`src/rtl/data_bus_pkg.sv`:
```
// Shared types and constants for the Wishbone data-bus master: FSM states,
// RISC-V load/store size codes and fault cause codes.
package data_bus_pkg;

  typedef enum logic [1:0] {
    IDLE  = 2'b00,
    BUS   = 2'b01,
    DONE  = 2'b10,
    FAULT = 2'b11
  } state_t;

  localparam logic [2:0] F3_B  = 3'b000;
  localparam logic [2:0] F3_H  = 3'b001;
  localparam logic [2:0] F3_W  = 3'b010;
  localparam logic [2:0] F3_BU = 3'b100;
  localparam logic [2:0] F3_HU = 3'b101;

  localparam logic [1:0] CAUSE_NONE    = 2'b00;
  localparam logic [1:0] CAUSE_ALIGN   = 2'b01;
  localparam logic [1:0] CAUSE_BUSERR  = 2'b10;
  localparam logic [1:0] CAUSE_TIMEOUT = 2'b11;

  // Unsigned loads have no store form; halves need even and words need
  // 4-aligned addresses.
  function automatic logic access_ok(input logic [2:0] funct3,
                                     input logic       memrw,
                                     input logic [1:0] addr_lo);
    logic ok;
    case (funct3)
      F3_B:    ok = 1'b1;
      F3_BU:   ok = !memrw;
      F3_H:    ok = !addr_lo[0];
      F3_HU:   ok = !memrw && !addr_lo[0];
      F3_W:    ok = (addr_lo == 2'b00);
      default: ok = 1'b0;
    endcase
    return ok;
  endfunction

endpackage

```
`src/rtl/wb_lane_align.sv`:
```
// Little-endian byte-lane steering: SEL/replicated store data on the way out,
// lane extraction with sign/zero extension on the way back.
module wb_lane_align
  import data_bus_pkg::*;
(
  input  logic [2:0]  st_funct3,
  input  logic [1:0]  st_addr_lo,
  input  logic [31:0] st_data,
  output logic [3:0]  st_sel,
  output logic [31:0] st_wdata,
  input  logic [2:0]  ld_funct3,
  input  logic [1:0]  ld_addr_lo,
  input  logic [31:0] ld_rdata,
  output logic [31:0] ld_data
);

  logic [7:0]  ld_byte;
  logic [15:0] ld_half;

  always_comb begin
    st_sel   = 4'b1111;
    st_wdata = st_data;
    case (st_funct3[1:0])
      2'b00: begin
        st_sel   = 4'b0001 << st_addr_lo;
        st_wdata = {4{st_data[7:0]}};
      end
      2'b01: begin
        st_sel   = st_addr_lo[1] ? 4'b1100 : 4'b0011;
        st_wdata = {2{st_data[15:0]}};
      end
      default: begin
        st_sel   = 4'b1111;
        st_wdata = st_data;
      end
    endcase
  end

  always_comb begin
    case (ld_addr_lo)
      2'd0:    ld_byte = ld_rdata[7:0];
      2'd1:    ld_byte = ld_rdata[15:8];
      2'd2:    ld_byte = ld_rdata[23:16];
      default: ld_byte = ld_rdata[31:24];
    endcase
    ld_half = ld_addr_lo[1] ? ld_rdata[31:16] : ld_rdata[15:0];

    case (ld_funct3)
      F3_B:    ld_data = {{24{ld_byte[7]}}, ld_byte};
      F3_BU:   ld_data = {24'b0, ld_byte};
      F3_H:    ld_data = {{16{ld_half[15]}}, ld_half};
      F3_HU:   ld_data = {16'b0, ld_half};
      default: ld_data = ld_rdata;
    endcase
  end

endmodule

```
`src/rtl/data_bus_master_wb.sv`:
```
// Wishbone classic single-cycle master for CPU loads/stores: legality check,
// one bus cycle per request, CPU stall via O_busy, fault reporting.
module data_bus_master_wb
  import data_bus_pkg::*;
#(
  parameter int TIMEOUT = 16
) (
  input  logic        I_clk,
  input  logic        I_reset,
  input  logic        I_req,
  input  logic        I_memrw,
  input  logic [2:0]  I_funct3,
  input  logic [31:0] I_address,
  input  logic [31:0] I_data,
  output logic [31:0] O_data,
  output logic        O_busy,
  output logic        O_done,
  output logic        O_fault,
  output logic [1:0]  O_fault_cause,
  output logic        CYC_O,
  output logic        STB_O,
  output logic        WE_O,
  output logic [31:0] ADR_O,
  output logic [3:0]  SEL_O,
  output logic [31:0] DAT_O,
  input  logic [31:0] DAT_I,
  input  logic        ACK_I,
  input  logic        ERR_I
);

  localparam int CW = $clog2(TIMEOUT);
  localparam logic [CW-1:0] WAIT_LAST = CW'(TIMEOUT - 1);

  state_t        state;
  logic [CW-1:0] wait_cnt;
  logic [2:0]    funct3_q;
  logic [1:0]    addr_lo_q;
  logic [3:0]    st_sel;
  logic [31:0]   st_wdata;
  logic [31:0]   ld_data;

  wb_lane_align u_lane_align (
    .st_funct3  (I_funct3),
    .st_addr_lo (I_address[1:0]),
    .st_data    (I_data),
    .st_sel     (st_sel),
    .st_wdata   (st_wdata),
    .ld_funct3  (funct3_q),
    .ld_addr_lo (addr_lo_q),
    .ld_rdata   (DAT_I),
    .ld_data    (ld_data)
  );

  // Bus attributes are latched at acceptance so they stay stable while STB_O is high.
  always_ff @(posedge I_clk or posedge I_reset) begin
    if (I_reset) begin
      state         <= IDLE;
      wait_cnt      <= '0;
      funct3_q      <= 3'b000;
      addr_lo_q     <= 2'b00;
      O_data        <= 32'h0;
      O_busy        <= 1'b0;
      O_done        <= 1'b0;
      O_fault       <= 1'b0;
      O_fault_cause <= CAUSE_NONE;
      CYC_O         <= 1'b0;
      STB_O         <= 1'b0;
      WE_O          <= 1'b0;
      ADR_O         <= 32'h0;
      SEL_O         <= 4'b0000;
      DAT_O         <= 32'h0;
    end else begin
      O_done  <= 1'b0;
      O_fault <= 1'b0;
      case (state)
        IDLE: begin
          if (I_req) begin
            O_busy <= 1'b1;
            if (!access_ok(I_funct3, I_memrw, I_address[1:0])) begin
              state         <= FAULT;
              O_fault       <= 1'b1;
              O_fault_cause <= CAUSE_ALIGN;
            end else begin
              state     <= BUS;
              wait_cnt  <= '0;
              funct3_q  <= I_funct3;
              addr_lo_q <= I_address[1:0];
              CYC_O     <= 1'b1;
              STB_O     <= 1'b1;
              WE_O      <= I_memrw;
              ADR_O     <= {I_address[31:2], 2'b00};
              SEL_O     <= st_sel;
              DAT_O     <= st_wdata;
            end
          end
        end

        // ERR beats ACK, ACK beats the timeout on the final wait cycle.
        BUS: begin
          if (ERR_I) begin
            state         <= FAULT;
            O_fault       <= 1'b1;
            O_fault_cause <= CAUSE_BUSERR;
            CYC_O         <= 1'b0;
            STB_O         <= 1'b0;
            WE_O          <= 1'b0;
          end else if (ACK_I) begin
            state  <= DONE;
            O_done <= 1'b1;
            O_data <= WE_O ? 32'h0 : ld_data;
            CYC_O  <= 1'b0;
            STB_O  <= 1'b0;
            WE_O   <= 1'b0;
          end else if (wait_cnt == WAIT_LAST) begin
            state         <= FAULT;
            O_fault       <= 1'b1;
            O_fault_cause <= CAUSE_TIMEOUT;
            CYC_O         <= 1'b0;
            STB_O         <= 1'b0;
            WE_O          <= 1'b0;
          end else begin
            wait_cnt <= wait_cnt + 1'b1;
          end
        end

        DONE, FAULT: begin
          state  <= IDLE;
          O_busy <= 1'b0;
        end

        default: begin
          state  <= IDLE;
          O_busy <= 1'b0;
        end
      endcase
    end
  end

endmodule

```
`config.mk`:
```
export PLATFORM = sky130hd
export DESIGN_NAME = data_bus_master_wb
export DESIGN_NICKNAME = d
export VERILOG_FILES = /design/src/rtl/data_bus_pkg.sv /design/src/rtl/wb_lane_align.sv /design/src/rtl/data_bus_master_wb.sv
export SDC_FILE = /design/constraint.sdc
export NUM_CORES = 1
export LEC_CHECK = 0
export ABC_AREA = 1
export CAP_MARGIN = 40
export CORE_MARGIN = 2
export CORE_UTILIZATION = 25
export DETAILED_ROUTE_END_ITERATION = 12
export PLACE_DENSITY_LB_ADDON = 0.08
export SLEW_MARGIN = 20
export SYNTH_ARGS = -nofsm -noshare
export SYNTH_HDL_FRONTEND = slang
export SYNTH_SLANG_ARGS = --single-unit
```
`constraint.sdc`:
```
create_clock -name I_clk -period 3.64 [get_ports I_clk]
set_input_delay 0.728 -clock I_clk [delete_from_list [all_inputs] [get_ports I_clk]]
set_output_delay 0.728 -clock I_clk [all_outputs]
set_load 0.03 [all_outputs]
```
==> results.py, run 1 <==
metrics = {
    "critical_path": {
        "crit_type": "in2reg",
        "crit_chain": "clkdlybuf4s50_1, nor2_4, inv_2, nand2_2, nand2_4, nor2_8, buf_4, nand3_1, nand2_1",
        "r2r_slack_ns": 1.29,
        "crit_fanout": 73,
        "worstSetupStartpointType": "input pin",
        "critPathSlowestCell": "buf_4",
        "arrival_ns": 2.80,
        "crit_buf_inv": 3,
        "required_ns": 3.98,
        "cp_top_family": "buffers and inverters",
        "slowest_delay_ns": 0.63,
        "end_kind": "register",
    },
    "clock_tree": {
        "cts_root_buf": "clkbuf_16",
        "clockBufferDepth": 2,
        "cts_buffers": 17,
        "cts_setup_buffers": 0,
        "hold_buffers": 0,
        "worst_skew_pair.late_latency_ns": 0.41,
        "clkTransAtPathRegs_ns": 0.05,
        "clock_sinks": 116,
        "post_cts_resized": 0,
        "cts_tree": "built",
        "cts-htree-levels": 4,
    },
    "timing": {
        "finalSetupViolations": 0,
        "hold_viol": 0,
        "tightest_slew_ns": 0.828,
        "slew_headroom": 0.448,
        "rsz0062_at_grt": "false",
        "fin_skew_ns": 0.0112,
        "min_period_ns": 2.46,
        "slew_viol_final": 0,
        "finalCritPeriodShare": 0.675,
        "fin_tns_setup_ns": 0,
        "max_freq_mhz": 407,
    },
    "global_routing": {
        "overflow": 0,
        "antenna_found_initial": 0,
        "grt_max_degree": 74,
        "grt_pass1_vias": 5547,
        "track_usage": 0.165,
        "grt_pass1_wl_mm": 30.9,
    },
    "drt": {
        "vias_per_cell": 4.34,
        "wirelength_mm": 19.7,
        "antenna_left": 0,
        "post-route-drc-count": 0,
        "drtIter0Drc": 246,
        "vias": 5490,
        "first_pass_iters": 4,
        "wire_per_inst_um": 15.6,
    },
    "synth": {
        "synth_area_um2": 5750,
        "synth_area_leaders": "dfrtp_1 (50%), nand2_1 (23%), nand3_1 (8.6%)",
        "yosys_warnings": 0,
        "muxShareOfSynthArea": 0,
        "synth-adder-area-share": 0.00218,
        "yosys.area.top_type_share": 0.505,
        "synthSimpleGateAreaFrac": 0.371,
        "synth.distinct_cells": 27,
        "synth_top_area_cell": "dfrtp_1",
        "yosysSeqAreaShare": 0.505,
        "synth.avg_cell_area_um2": 7.48,
        "synthCells": 769,
        "synth_seq_cells": 116,
        "synth-compound-area-share": 0.0498,
        "synth_top_family_by_area": "simple AND/OR/NAND/NOR gates",
        "synth_xor_area_frac": 0,
    },
    "floorplanning": {
        "die_y_um": 156,
        "dieArea_um2": 24200,
        "rows": 55,
        "die_x_um": 156,
        "design.portCount": 213,
        "coreArea_um2": 22600,
        "start_util": 0.254,
    },
    "power_and_ir_drop": {
        "pwr-share-seq": 0.300,
        "p_int_mw": 4.37,
        "leakage_nw": 4.27,
        "power_density_nw_per_um2": 895,
        "p_switching_mw": 3.37,
        "max-vdd-ir-drop_uv": 345,
        "combPwrFrac": 0.488,
        "clkPwrFrac": 0.212,
        "p_sw_frac": 0.435,
    },
    "placed_design": {
        "hpwl_mm": 13.6,
        "port_buffers": 210,
        "placed_area_um2": 8070,
        "place.gp.congestion": 0.783,
    },
    "finish": {
        "drive_gt1_frac": 0.0613,
        "antenna_cells": 0,
        "mostFrequentLayoutCells": "nand2_1 (358), clkdlybuf4s50_1 (209), dfrtp_1 (116)",
        "final_common_cell": "nand2_1",
        "syn2layout_area_growth_pct": 50.2,
        "layout.nets": 1073,
        "fin_area_um2": 8640,
    },
    "run_status": {
        "status": "complete, no violations",
    },
    "flow_run": {
        "max-cap-violations": 0,
    },
    "hold_path": {
        "hold_class": "reg2reg",
    },
}
layout make-up:
| type | instances | area [µm²] |
|---|---|---|
| Fill cell | 2405 | 14000 |
| Sequential cell | 116 | 2900 |
| Multi-Input combinational cell | 569 | 2440 |
| Timing Repair Buffer | 219 | 2200 |
| Clock buffer | 21 | 460 |
| Tap cell | 285 | 357 |
| Inverter | 44 | 169 |
| Clock inverter | 10 | 108 |
routing by layer:
layer  global-route usage  vias up  wire length, µm
li1                     -     2815                -
met1                0.226     2501             9350
met2                0.242      164             8580
met3               0.0664       10             1630
met4               0.0428        0              157
met5                    0        -                0
synth_stat cells:
cell,instances
nand2_1,358
dfrtp_1,116
nand3_1,99
inv_1,40
nor2_1,37
o21ai_0,24
clkbuf_1,17
a21oi_1,16
buf_2,11
buf_6,8
o211ai_1,8
nand2_2,6
buf_4,5
inv_2,4
o21ai_1,4
nand2_4,2
nor2_2,2
nor2_4,2
or2_2,2
a31oi_1,1
conb_1,1
ha_1,1
nand3_2,1
nand3b_1,1
nand4_1,1
nor2_8,1
nor3_1,1
path summary, 6_finish.rpt:
| path | from | endpoint | cells after the start |
|---|---|---|---|
| worst max-delay path | I_funct3[1] | DAT_O[10] | 9 |
| worst min register to register | ADR_O[8] | ADR_O[8] | 2 |
| max in group asynchronous | I_reset | ADR_O[29] | 3 |
| worst max register to register | funct3_q[1] | O_data[30] | 7 |
| worst min-delay path | ADR_O[8] | ADR_O[8] | 2 |
| min in group asynchronous | I_reset | wait_cnt[0] | 3 |
stage by stage:
| stage | util | setup WS, ns | instances | hold WS, ns | power [mW] |
|---|---|---|---|---|---|
| detailed placement | 0.357 | 0.744 | 1233 | 0.458 | 6.15 |
| global route | 0.382 | 1.00 | 1264 | 0.481 | 8.25 |
| CTS | 0.382 | 1.18 | 1264 | 0.471 | 7.85 |
| floorplan | - | 1.50 | 770 | 0.465 | 4.53 |
| global placement | 0.357 | 0.783 | 1233 | 0.452 | 6.15 |
| finish | 0.382 | 1.18 | 1264 | 0.465 | 7.74 |
worst min-delay path, stage by stage, from the launching register on:
cell and delay [ns]:
dfrtp_1 0.34, nand2_1 0.05, nand2_1 0.04
cells by family (layout without fill, tap and decap cells):
group,after synthesis,in the layout
compound gates,53,53
fa+ha+maj,1,1
buf+inv,85,294
flops,116,116
other cells,1,2
simple gates,513,513
registers in the layout, indices dropped and copies added (netlist names):
signal / flops
addr_lo_q: 2
state: 2
wait_cnt: 4
WE_O: 1
STB_O: 1
O_busy: 1
DAT_O: 32
O_data: 32
O_fault: 1
SEL_O: 4
funct3_q: 3
O_done: 1
ADR_O: 30
O_fault_cause: 2
power groups by stage:
stage               registers (mW)  logic (mW)  clock network (mW)
global route                  2.40        4.09                1.75
finish                        2.32        3.78                1.64
global placement              2.33        3.83                   0
floorplan                     3.31        1.22                   0
detailed placement            2.33        3.83                   0
CTS                           2.33        3.83                1.69
No activity file was read; power rests on OpenSTA's default activity.
==> run 2: changes to the inputs <==
==> constraint.sdc (replaced) <==
create_clock -name I_clk -period 2.5 [get_ports I_clk]
set_input_delay 0.5 -clock I_clk [delete_from_list [all_inputs] [get_ports I_clk]]
set_output_delay 0.5 -clock I_clk [all_outputs]
set_load 0.03 [all_outputs]
==> run 2 against run 1 <==
  * Final area increased by 2.4%
  * Total power increased by 53%
  * Global-route usage is 0.22 points higher
  * Combinational power increased by 49%
  * Clock power up 77%
  * Clock-buffer cell count fell by 2
  * Clock skew is 0.0043 ns lower
  * Non-clock buffer count increased by 7
  * Wire length up 1.1%
  * Die area is the same
  * First-iteration DRC count fell by 2.4%
  * Highest routed layer unchanged
==> results.py, run 2 (synthesis results as in run 1) <==
metrics = {
    "run_status": {
        "status": "complete, no violations",
    },
    "clock_tree": {
        "cts_setup_buffers": 0,
        "cts_buffers": 17,
        "hold_buffers": 0,
        "worst_skew_pair.late_latency_ns": 0.42,
        "post_cts_resized": 0,
        "clkTransAtPathRegs_ns": 0.05,
        "clock_sinks": 116,
        "clockBufferDepth": 2,
        "cts_root_buf": "clkbuf_16",
        "cts-htree-levels": 4,
        "cts_tree": "built",
    },
    "power_and_ir_drop": {
        "power_density_nw_per_um2": 1340,
        "combPwrFrac": 0.474,
        "total_power_mw": 11.9,
        "p_sw_frac": 0.418,
        "max-vdd-ir-drop_uv": 547,
        "clkPwrFrac": 0.245,
        "leakage_nw": 4.38,
        "pwr-share-seq": 0.281,
        "p_switching_mw": 4.96,
        "p_int_mw": 6.91,
    },
    "global_routing": {
        "track_usage": 0.167,
        "grt_max_degree": 59,
        "grt_pass1_vias": 5594,
        "grt_pass1_wl_mm": 31.5,
        "antenna_found_initial": 1,
        "overflow": 0,
    },
    "critical_path": {
        "r2r_slack_ns": 0.66,
        "crit_chain": "clkdlybuf4s50_1",
        "crit_type": "reg2out",
        "crit_buf_inv": 1,
        "required_ns": 2.00,
        "worstSetupStartpointType": "register",
        "critPathSlowestCell": "clkdlybuf4s50_1",
        "crit_start": "STB_O",
        "slowest_delay_ns": 0.73,
        "cp_top_family": "buffers and inverters",
        "arrival_ns": 1.57,
        "crit_fanout": 3,
        "r2r-end": "O_data[18]",
        "end_kind": "output port",
        "reg2regPathDepth": 7,
        "timing.rr.start": "addr_lo_q[1]",
    },
    "timing": {
        "finalCritPeriodShare": 0.829,
        "slew_viol_final": 0,
        "finalSetupViolations": 0,
        "fin_skew_ns": 0.00697,
        "min_period_ns": 2.07,
        "fin_hold_ws_ns": 0.423,
        "slew_headroom": 0.509,
        "fin_tns_setup_ns": 0,
        "post-route-worst-setup-slack_ns": 0.428,
        "rsz0062_at_grt": "false",
        "max_freq_mhz": 483,
        "tightest_slew_ns": 0.730,
        "hold_viol": 0,
    },
    "finish": {
        "mostFrequentLayoutCells": "nand2_1 (358), clkdlybuf4s50_1 (209), dfrtp_1 (116)",
        "layout.nets": 1080,
        "drive_gt1_frac": 0.0699,
        "postLayoutCoreUtil": 0.391,
        "final_common_cell": "nand2_1",
        "syn2layout_area_growth_pct": 53.8,
        "reg_top3": "DAT_O: 32 flops, O_data: 32 flops, ADR_O: 30 flops",
    },
    "drt": {
        "vias_per_cell": 4.41,
        "wirelength_mm": 19.9,
        "drtIter0Drc": 240,
        "vias": 5620,
        "wire_per_inst_um": 15.7,
        "antenna_left": 0,
        "post-route-drc-count": 0,
        "first_pass_iters": 4,
    },
    "floorplanning": {
        "die_y_um": 156,
        "start_util": 0.254,
        "die_x_um": 156,
        "rows": 55,
        "dieArea_um2": 24200,
        "design.portCount": 213,
        "coreArea_um2": 22600,
    },
    "placed_design": {
        "port_buffers": 210,
        "place.gp.congestion": 0.779,
        "post-place-ws_ns": 0.123,
        "hpwl_mm": 14.2,
    },
    "hold_path": {
        "min_to": "funct3_q[2]",
        "hold_class": "in2reg",
        "hold_start": "I_req",
        "hold_depth": 3,
    },
    "flow_run": {
        "max-cap-violations": 0,
    },
}
run 2: worst max-delay path by stage:
stage / endpoint / slack, ns / cells past startpoint
5_1_grt: STB_O / 0.37 / 1
6_report: STB_O / 0.43 / 1
2_1_floorplan: ADR_O[10] / 0.59 / 1
3_3_place_gp: ADR_O[15] / 0.19 / 9
3_5_place_dp: ADR_O[24] / 0.12 / 9
4_1_cts: STB_O / 0.39 / 1
run 2: layout make-up:
class | instances | area (µm²)
well taps | 285 | 357
clock inverters | 13 | 254
multi-input cells | 569 | 2440
flip-flops and latches | 116 | 2900
clock buffers | 19 | 443
inverters | 44 | 169
fillers | 2372 | 13800
diodes | 1 | 2.50
repair buffers | 226 | 2280
run 2: power by group through the flow:
stage	combinational (mW)	clock, mW	sequential, mW
floorplan	1.78	0	4.81
global placement	5.68	0	3.36
detailed placement	5.69	0	3.35
CTS	5.71	2.97	3.35
global route	6.12	3.06	3.46
finish	5.63	2.91	3.33
run 2: routing by layer:
layer | vias up | global-route usage | wire [µm]
met5 | - | 0 | 0
met4 | 0 | 0.0511 | 249
met3 | 16 | 0.0636 | 1670
met2 | 173 | 0.246 | 8590
met1 | 2601 | 0.228 | 9430
li1 | 2830 | - | -
run 2: stage by stage:
| step | instances | cell area (µm²) |
|---|---|---|
| 3_3_place_gp | 1240 | 8150 |
| 6_report | 1273 | 8850 |
| 2_1_floorplan | 770 | 5760 |
| 4_1_cts | 1272 | 8850 |
| 3_5_place_dp | 1240 | 8150 |
| 5_1_grt | 1272 | 8850 |
